--- src/rtl/run_ctrl_pkg.sv ---
// Shared types and default widths for the run controller.
package run_ctrl_pkg;

  typedef enum logic [1:0] {
    RC_IDLE = 2'd0,
    RC_ARM  = 2'd1,
    RC_RUN  = 2'd2,
    RC_DONE = 2'd3
  } rc_state_e;

  localparam int RC_CNT_W  = 16;
  localparam int RC_RUNS_W = 8;

endpackage

--- src/rtl/run_ctrl_if.sv ---
// Control/status bundle between a sequencing master and run_ctrl.
// The pause line exists only when RUN_CTRL_PAUSE_EN is defined.
interface run_ctrl_if #(
  parameter int CNT_W  = 16,
  parameter int RUNS_W = 8
);
  logic              start;
  logic              abort;
  logic [CNT_W-1:0]  limit_val;
  logic [RUNS_W-1:0] runs;
`ifdef RUN_CTRL_PAUSE_EN
  logic              pause;
`endif
  logic              sreset;
  logic              busy;
  logic              done;
  logic              tick;
  logic [CNT_W-1:0]  cnt;
  logic [RUNS_W-1:0] run_idx;

`ifdef RUN_CTRL_PAUSE_EN
  modport master (output start, abort, limit_val, runs, pause,
                  input  sreset, busy, done, tick, cnt, run_idx);
  modport slave  (input  start, abort, limit_val, runs, pause,
                  output sreset, busy, done, tick, cnt, run_idx);
`else
  modport master (output start, abort, limit_val, runs,
                  input  sreset, busy, done, tick, cnt, run_idx);
  modport slave  (input  start, abort, limit_val, runs,
                  output sreset, busy, done, tick, cnt, run_idx);
`endif

endinterface

--- src/rtl/run_ctrl_cnt.sv ---
// Cycle counter wrapping at limit plus a completed-run counter.
// last flags the wrap that finishes the final run of a finite sequence.
module run_ctrl_cnt
  import run_ctrl_pkg::*;
#(
  parameter int CNT_W  = RC_CNT_W,
  parameter int RUNS_W = RC_RUNS_W
) (
  input  logic              mclk,
  input  logic              reset,
  input  logic              clr,
  input  logic              en,
  input  logic [CNT_W-1:0]  limit,
  input  logic [RUNS_W-1:0] runs,
  output logic              wrap,
  output logic              last,
  output logic [CNT_W-1:0]  cnt,
  output logic [RUNS_W-1:0] run_idx
);

  logic [CNT_W-1:0]  cnt_q, cnt_d;
  logic [RUNS_W-1:0] idx_q, idx_d;
  logic [RUNS_W-1:0] idx_inc;

  assign idx_inc = idx_q + RUNS_W'(1);
  assign wrap    = en && (cnt_q == limit);
  // runs == 0 is the continuous mode, so it never produces a last wrap
  assign last    = wrap && (runs != '0) && (idx_inc == runs);

  always_comb begin
    cnt_d = cnt_q;
    idx_d = idx_q;
    if (clr) begin
      cnt_d = '0;
      idx_d = '0;
    end else if (wrap) begin
      cnt_d = '0;
      idx_d = idx_inc;
    end else if (en) begin
      cnt_d = cnt_q + CNT_W'(1);
    end
  end

  always_ff @(posedge mclk) begin
    if (reset) begin
      cnt_q <= '0;
      idx_q <= '0;
    end else begin
      cnt_q <= cnt_d;
      idx_q <= idx_d;
    end
  end

  assign cnt     = cnt_q;
  assign run_idx = idx_q;

endmodule

--- src/rtl/run_ctrl.sv ---
// Run sequencer: IDLE -> ARM (soft reset, latch config) -> RUN -> DONE.
// Optional counter stall via pause when RUN_CTRL_PAUSE_EN is defined.
module run_ctrl
  import run_ctrl_pkg::*;
#(
  parameter int CNT_W  = RC_CNT_W,
  parameter int RUNS_W = RC_RUNS_W
) (
  input logic       mclk,
  input logic       reset,
  run_ctrl_if.slave bus
);

  rc_state_e         state_q, state_d;
  logic [CNT_W-1:0]  limit_q, limit_d;
  logic [RUNS_W-1:0] runs_q, runs_d;
  logic              hold;
  logic              cnt_en;
  logic              wrap;
  logic              last;

`ifdef RUN_CTRL_PAUSE_EN
  assign hold = bus.pause;
`else
  assign hold = 1'b0;
`endif

  // a paused counter cannot wrap, so pause also suppresses tick and DONE
  assign cnt_en = (state_q == RC_RUN) && !hold;

  run_ctrl_cnt #(
    .CNT_W  (CNT_W),
    .RUNS_W (RUNS_W)
  ) u_cnt (
    .mclk    (mclk),
    .reset   (reset),
    .clr     (state_q == RC_ARM),
    .en      (cnt_en),
    .limit   (limit_q),
    .runs    (runs_q),
    .wrap    (wrap),
    .last    (last),
    .cnt     (bus.cnt),
    .run_idx (bus.run_idx)
  );

  always_ff @(posedge mclk) begin
    if (reset) begin
      state_q <= RC_IDLE;
      limit_q <= '0;
      runs_q  <= '0;
    end else begin
      state_q <= state_d;
      limit_q <= limit_d;
      runs_q  <= runs_d;
    end
  end

  always_comb begin
    state_d = state_q;
    limit_d = limit_q;
    runs_d  = runs_q;
    unique case (state_q)
      RC_IDLE: if (bus.start) state_d = RC_ARM;
      RC_ARM: begin
        limit_d = bus.limit_val;
        runs_d  = bus.runs;
        state_d = bus.abort ? RC_IDLE : RC_RUN;
      end
      RC_RUN: begin
        if (bus.abort)  state_d = RC_IDLE;
        else if (last)  state_d = RC_DONE;
      end
      RC_DONE: begin
        if (bus.abort)      state_d = RC_IDLE;
        else if (bus.start) state_d = RC_ARM;
      end
      default: state_d = RC_IDLE;
    endcase
  end

  always_comb begin
    bus.sreset = (state_q != RC_RUN);
    bus.busy   = (state_q == RC_ARM) || (state_q == RC_RUN);
    bus.done   = (state_q == RC_DONE);
    bus.tick   = wrap;
  end

endmodule

--- src/flat_wrapper.sv ---
// flat-port wrapper written by rule: the top's interface ports become plain ports
module run_ctrl_flat import run_ctrl_pkg::*;
#(
  parameter int CNT_W  = RC_CNT_W,
  parameter int RUNS_W = RC_RUNS_W
)
  (mclk, reset, bus_start, bus_abort, bus_limit_val, bus_runs, bus_sreset, bus_busy, bus_done, bus_tick, bus_cnt, bus_run_idx);
  run_ctrl_if #(.CNT_W(CNT_W), .RUNS_W(RUNS_W)) bus_i ();
  input logic mclk;
  input logic reset;
  input wire logic [$bits(bus_i.start)-1:0] bus_start;
  input wire logic [$bits(bus_i.abort)-1:0] bus_abort;
  input wire logic [$bits(bus_i.limit_val)-1:0] bus_limit_val;
  input wire logic [$bits(bus_i.runs)-1:0] bus_runs;
  output wire logic [$bits(bus_i.sreset)-1:0] bus_sreset;
  output wire logic [$bits(bus_i.busy)-1:0] bus_busy;
  output wire logic [$bits(bus_i.done)-1:0] bus_done;
  output wire logic [$bits(bus_i.tick)-1:0] bus_tick;
  output wire logic [$bits(bus_i.cnt)-1:0] bus_cnt;
  output wire logic [$bits(bus_i.run_idx)-1:0] bus_run_idx;
  assign bus_i.start = bus_start;
  assign bus_i.abort = bus_abort;
  assign bus_i.limit_val = bus_limit_val;
  assign bus_i.runs = bus_runs;
  assign bus_sreset = bus_i.sreset;
  assign bus_busy = bus_i.busy;
  assign bus_done = bus_i.done;
  assign bus_tick = bus_i.tick;
  assign bus_cnt = bus_i.cnt;
  assign bus_run_idx = bus_i.run_idx;
  run_ctrl #(.CNT_W(CNT_W), .RUNS_W(RUNS_W)) u_core (.mclk(mclk), .reset(reset), .bus(bus_i));
endmodule
--- config.mk ---
export PLATFORM = sky130hd
export DESIGN_NAME = run_ctrl_flat
export DESIGN_NICKNAME = d
export VERILOG_FILES = /design/src/rtl/run_ctrl_pkg.sv /design/src/rtl/run_ctrl_if.sv /design/src/rtl/run_ctrl_cnt.sv /design/src/rtl/run_ctrl.sv /design/src/flat_wrapper.sv
export SDC_FILE = /design/constraint.sdc
export NUM_CORES = 1
export LEC_CHECK = 0
export ABC_AREA = 1
export CAP_MARGIN = 20
export CELL_PAD_IN_SITES_DETAIL_PLACEMENT = 0
export CELL_PAD_IN_SITES_GLOBAL_PLACEMENT = 1
export CORE_MARGIN = 8
export CORE_UTILIZATION = 38
export DETAILED_ROUTE_END_ITERATION = 8
export PLACE_DENSITY_LB_ADDON = 0.1
export SYNTH_ARGS = -nofsm -noshare
export SYNTH_HDL_FRONTEND = slang
export SYNTH_SLANG_ARGS = --single-unit
--- constraint.sdc ---
create_clock -name mclk -period 4 [get_ports mclk]
set_input_delay 0.8 -clock mclk [delete_from_list [all_inputs] [get_ports mclk]]
set_output_delay 0.8 -clock mclk [all_outputs]
set_load 0.02 [all_outputs]
==> qor.yml <==
cells_and_area:
  drive_gt1_share_pct: 5.70
  design_area_um2: 3440
  areaGrowthSynthToFinish_pct: 28.4
  insertedDiodeCount: 0
  final_nets: 489
  fillers: 721
clocking:
  cts_resized: 0
  cts_made_buffers: 5
  root_buffer: "clkbuf_8"
  insertion_delay_ns: 0.31
  clk_pin_slew_ns: 0.08
  hold_buffers: 0
  h-tree-depth: 2
  clk_path_buf_depth: 2
  clock_sinks: 50
  cts_tree: "done"
  post_cts_buffers: 0
sta:
  min_period_ns: 3.01
  final_hold_viol_count: 0
  rsz0062_at_grt: "false"
  relSlewSlack_pct: 50.4
  fin_skew_ns: 0.00930
  setup_viol: 0
  setup-tns-final_ns: 0
  tightestPinTransition_ns: 0.742
  fmax_mhz: 332
  slew_violations: 0
  post-route-period-util_pct: 75.2
setup_path:
  worst_setup_path_end_kind: "output pin"
  critPathMaxFanout: 12
  r2r_slack_ns: 1.89
  path_class: "reg -> out"
  cp-endpoint: "bus_tick"
  reg2reg_to: "u_core.u_cnt.cnt[14]"
  reg2regPathDepth: 5
  cp-startpoint: "u_core.state_q[0]"
  r2r-start: "u_core.state_q[1]"
  critPathRequiredTime_ns: 3.20
  critical_path.startpoint_type: "flip-flop"
  cp.arrival_ns: 2.21
yosys:
  synth_seq_cells: 50
  async_flop_share_pct: 0
  ys_warn_count: 0
  synth-seq-area-share_pct: 37.4
  syn-instance-count: 399
  synth_area_per_cell_um2: 6.70
  yosys_most_used_dff: "dfxtp_1"
  synth_cell_types: 31
  netlist_area_um2: 2680
  synthesis.nets: 433
  synth_edf_count: 0
detailed_routing:
  wirelength_mm: 7.30
  ant_nets: 0
  drtIter0Drc: 105
  wl_per_cell_um: 13.2
  vias: 2647
  firstDrtPassIters: 4
  vias_per_cell: 4.80
  drc: 0
place:
  placed_cell_area_um2: 3330
  gp_congestion: 0.875
  port_buffers: 55
  hpwlAfterDp_mm: 5.69
power:
  clkPwrFrac_pct: 32.9
  p_leak_nw: 1.34
  p_int_mw: 0.790
  power.total_mw: 1.08
  max-vdd-ir-drop_mv: 0.142
  p_per_area_nw_per_um2: 315
  switching_power_mw: 0.291
  combPwrFrac_pct: 17.1
  p_seq_share_pct: 50.1
  p_sw_share_pct: 26.9
die:
  die_width_um: 99.9
  die_h_um: 99.9
  core_area_um2: 6790
  ioPinCount: 56
  dieArea_um2: 9980
  initial_core_util_pct: 39.4
  rows: 30
global_route:
  grt_pass1_vias: 2586
  track_usage_pct: 15.0
  grt_overflow: 0
  grt_pass1_wl_mm: 12.2
  grt_max_degree: 28
  antenna_found_initial: 0
hold_path:
  min_path_type: "reg -> reg"
  holdPathStages: 2
job:
  max_cap_violations: 0
status:
  status: "completed"
[sequential cells by signal (all words and copies together) (netlist names)]
signal / flops
u_core.state_q: 2
u_core.runs_q: 8
u_core.u_cnt.cnt: 16
u_core.limit_q: 16
u_core.u_cnt.run_idx: 8
[per-layer routing]
| layer | GRT usage [%] | vias to the layer above | wire length [um] |
|---|---|---|---|
| met5 | 0 | - | 0 |
| met4 | 4.42 | 0 | 59 |
| met3 | 4.22 | 4 | 479 |
| met2 | 23.2 | 58 | 3080 |
| met1 | 19.7 | 1193 | 3680 |
| li1 | - | 1392 | - |
[worst max-delay path, stage by stage, from the launching register on]
cell	delay, ns
dfxtp_1	0.35
inv_1	0.11
ha_1	0.15
buf_4	0.19
nand4_1	0.11
nor3_1	0.18
nand4_1	0.09
nor2_1	0.12
clkdlybuf4s50_1	0.61
[placed cells by master (no fill, tap or decap), types with 2 or more instances in the layout]
| cell type | count |
|---|---|
| nand2_1 | 86 |
| nor2_1 | 57 |
| clkdlybuf4s50_1 | 55 |
| dfxtp_1 | 50 |
| inv_1 | 47 |
| a21oi_1 | 35 |
| o21ai_0 | 30 |
| nand3_1 | 20 |
| nand4_1 | 11 |
| xor2_1 | 9 |
| inv_2 | 7 |
| nor3_1 | 6 |
| ha_1 | 6 |
| clkbuf_8 | 5 |
| nor2_2 | 4 |
| nor3b_1 | 3 |
| xnor2_1 | 3 |
| nand2_2 | 2 |
| and2_1 | 2 |
| nor3_2 | 2 |
| clkbuf_1 | 2 |
| buf_4 | 2 |
[stage by stage]
| step | setup slack, ns | std cells | hold slack (ns) | utilization, % |
|---|---|---|---|---|
| 2_1_floorplan | 1.67 | 399 | 0.448 | - |
| 4_1_cts | 0.951 | 552 | 0.486 | 50.6 |
| 5_1_grt | 0.772 | 552 | 0.510 | 50.6 |
| 6_report | 0.990 | 552 | 0.480 | 50.6 |
| 3_3_place_gp | 1.33 | 544 | 0.464 | 49.0 |
| 3_5_place_dp | 1.30 | 544 | 0.472 | 49.0 |
[power groups by stage]
stage,registers [mW],clock network (mW),logic [mW]
6_report,0.541,0.355,0.185
5_1_grt,0.544,0.387,0.209
4_1_cts,0.541,0.368,0.185
3_5_place_dp,0.553,0,0.184
3_3_place_gp,0.552,0,0.183
2_1_floorplan,0.549,0,0.122
[worst min path at each step]
stage / start / endpoint / slack, ns
after floorplan: u_core.limit_q[10] / u_core.limit_q[10] / 0.45
after global placement: u_core.limit_q[3] / u_core.limit_q[3] / 0.46
after detailed placement: u_core.limit_q[10] / u_core.limit_q[10] / 0.47
after CTS: u_core.limit_q[12] / u_core.limit_q[12] / 0.49
after global routing: u_core.limit_q[2] / u_core.limit_q[2] / 0.51
final: u_core.limit_q[12] / u_core.limit_q[12] / 0.48
[synthesized netlist by cell type, types with 2 or more instances]
master,number,area share [%]
dfxtp_1,50,37
ha_1,6,2.8
a21oi_1,35,6.5
nand2_1,86,12
inv_2,7,0.98
xnor2_1,3,0.98
and2_1,2,0.47
xor2_1,9,2.9
nand4_1,11,2.6
nor2_2,4,0.94
inv_1,47,6.6
nor2_1,57,8.0
nand2_2,2,0.47
nand3_1,20,3.7
nor3_2,2,0.75
nor3b_1,3,0.84
clkbuf_1,7,0.98
o21ai_0,30,5.6
nor3_1,6,1.1
[cell families (layout without fill, tap and decap cells)]
logic type                 after synthesis  count (layout)  synth area share [%]
adders and majority gates                6               6                  2.81
and+or+nand+nor                        198             198                  32.7
buffers and inverters                   62             119                  8.75
AOI/OAI and AO/OA                       70              70                  13.5
xor gates and xnor gates                13              13                  4.77
DFF                                     50              50                  37.4
[final cells by class]
class / count / area, um2 / area share (%)
sequential: 50 / 1000 / 29.1
multi-input combinational: 287 / 1440 / 41.9
tap: 96 / 120 / 3.50
timing repair buffer: 57 / 566 / 16.5
inverter: 54 / 203 / 5.90
clock inverter: 1 / 30.0 / 0.874
clock buffer: 7 / 76.3 / 2.22
(Power assumes the default switching activity.)
==> variant, RTL diff (config.mk and constraints unchanged) <==
The package constant `RC_RUNS_W` goes from 8 to 10.
--- a/src/rtl/run_ctrl_pkg.sv
+++ b/src/rtl/run_ctrl_pkg.sv
@@ -11,3 +11,3 @@
   localparam int RC_CNT_W  = 16;
-  localparam int RC_RUNS_W = 8;
+  localparam int RC_RUNS_W = 10;
 
Interface: changed (resized bus_run_idx and bus_runs); port bits go from 56 to 60. The function was not compared with the original's and may differ.
==> variant against the unedited design <==
- final area up 8.3%
- critical path depth unchanged
- worst setup slack got worse by 0.30 ns
- routed wire length is 10% higher
- sequential cell count grew 4
- area after synthesis rose by 9.3%
- power up 4.8%
- largest cell class unchanged
- sequential share of layout area shrank 0.081 points
- sequential power up 8.3%
- via count increased by 6.2%
- non-clock buffer count increased by 5
==> variant: results <==
metrics = {
    "worst_setup_path": {
        "worst-r2r-cell-count": 10,
        "regToRegEndpoint": "u_core.u_cnt.cnt[12]$_SDFFE_PP0P_",
        "cp_max_fo": 7,
    },
    "global_route": {
        "grt_pass1_wl_um": 14100,
        "grtUsageTotal": 0.154,
        "use_met3": 0.0297,
        "grt_max_degree": 33,
        "grt_pass1_vias": 2984,
    },
    "run_status": {
        "status": "completed",
    },
    "power_and_ir_drop": {
        "net-switching-power_w": 0.000309,
        "max-vdd-ir-drop_mv": 0.140,
        "powerComb_w": 0.000190,
        "p_leak_nw": 1.52,
    },
    "logic_synthesis": {
        "ys_top_cells_by_area": "dfxtp_1, nand2_1, inv_1",
        "synth_commonest_cells": "nand2_1, inv_1, dfxtp_1, nor2_1, a21oi_1",
        "syn-num-nets": 462,
    },
    "routing": {
        "num_vias": 2812,
        "routed_wl_um": 8030,
    },
    "sta": {
        "slew_headroom": 0.492,
    },
    "hold_path": {
        "hp-start": "u_core.limit_q[8]$_SDFFE_PP0P_",
    },
    "placement": {
        "gp_congestion": 0.833,
        "dp_cells": 579,
        "port_buffers": 59,
    },
    "cells_and_area": {
        "nNonClkBuffers": 62,
        "multi_input_gates": 302,
        "seq_area_sq_mm": 0.00108,
        "nets": 520,
        "clk_share": 0.0296,
        "nonClkBufAreaFrac": 0.165,
        "drive_gt1_frac": 0.0639,
        "inv_count": 59,
        "fill_cells": 821,
    },
    "clock_network": {
        "path_clk_slew_ns": 0.10,
    },
}
[variant: cell types whose count changed after synthesis, sizes merged, moves of 3 or more]
| cell | delta |
|---|---|
| nor3b | -3 |
| nand3 | +5 |
| inv | +4 |
| o21bai | +3 |
| a21oi | +5 |
| o21ai | +7 |
| xor2 | +4 |
| dfxtp | +4 |
| nor2 | -4 |
[variant: routing by layer]
layer | routed length [um] | vias up
li1 | - | 1491
met1 | 3510 | 1267
met2 | 4150 | 47
met3 | 288 | 7
met4 | 91 | 0
met5 | 0 | -
[variant: per-stage QoR]
stage	hold WS [ns]	cell area [sq um]	setup slack (ns)
after floorplan	0.443	2920	1.60
after global placement	0.459	3610	1.11
after detailed placement	0.463	3610	1.02
after CTS	0.479	3720	0.671
after global routing	0.495	3720	0.436
final	0.477	3720	0.688
[variant: cell families after synthesis]
logic type      share of synthesized area
compound gates                      0.163
fa+ha+maj                          0.0257
xor+xnor                           0.0419
simple gates                        0.306
flops                               0.370
buf+inv                            0.0941
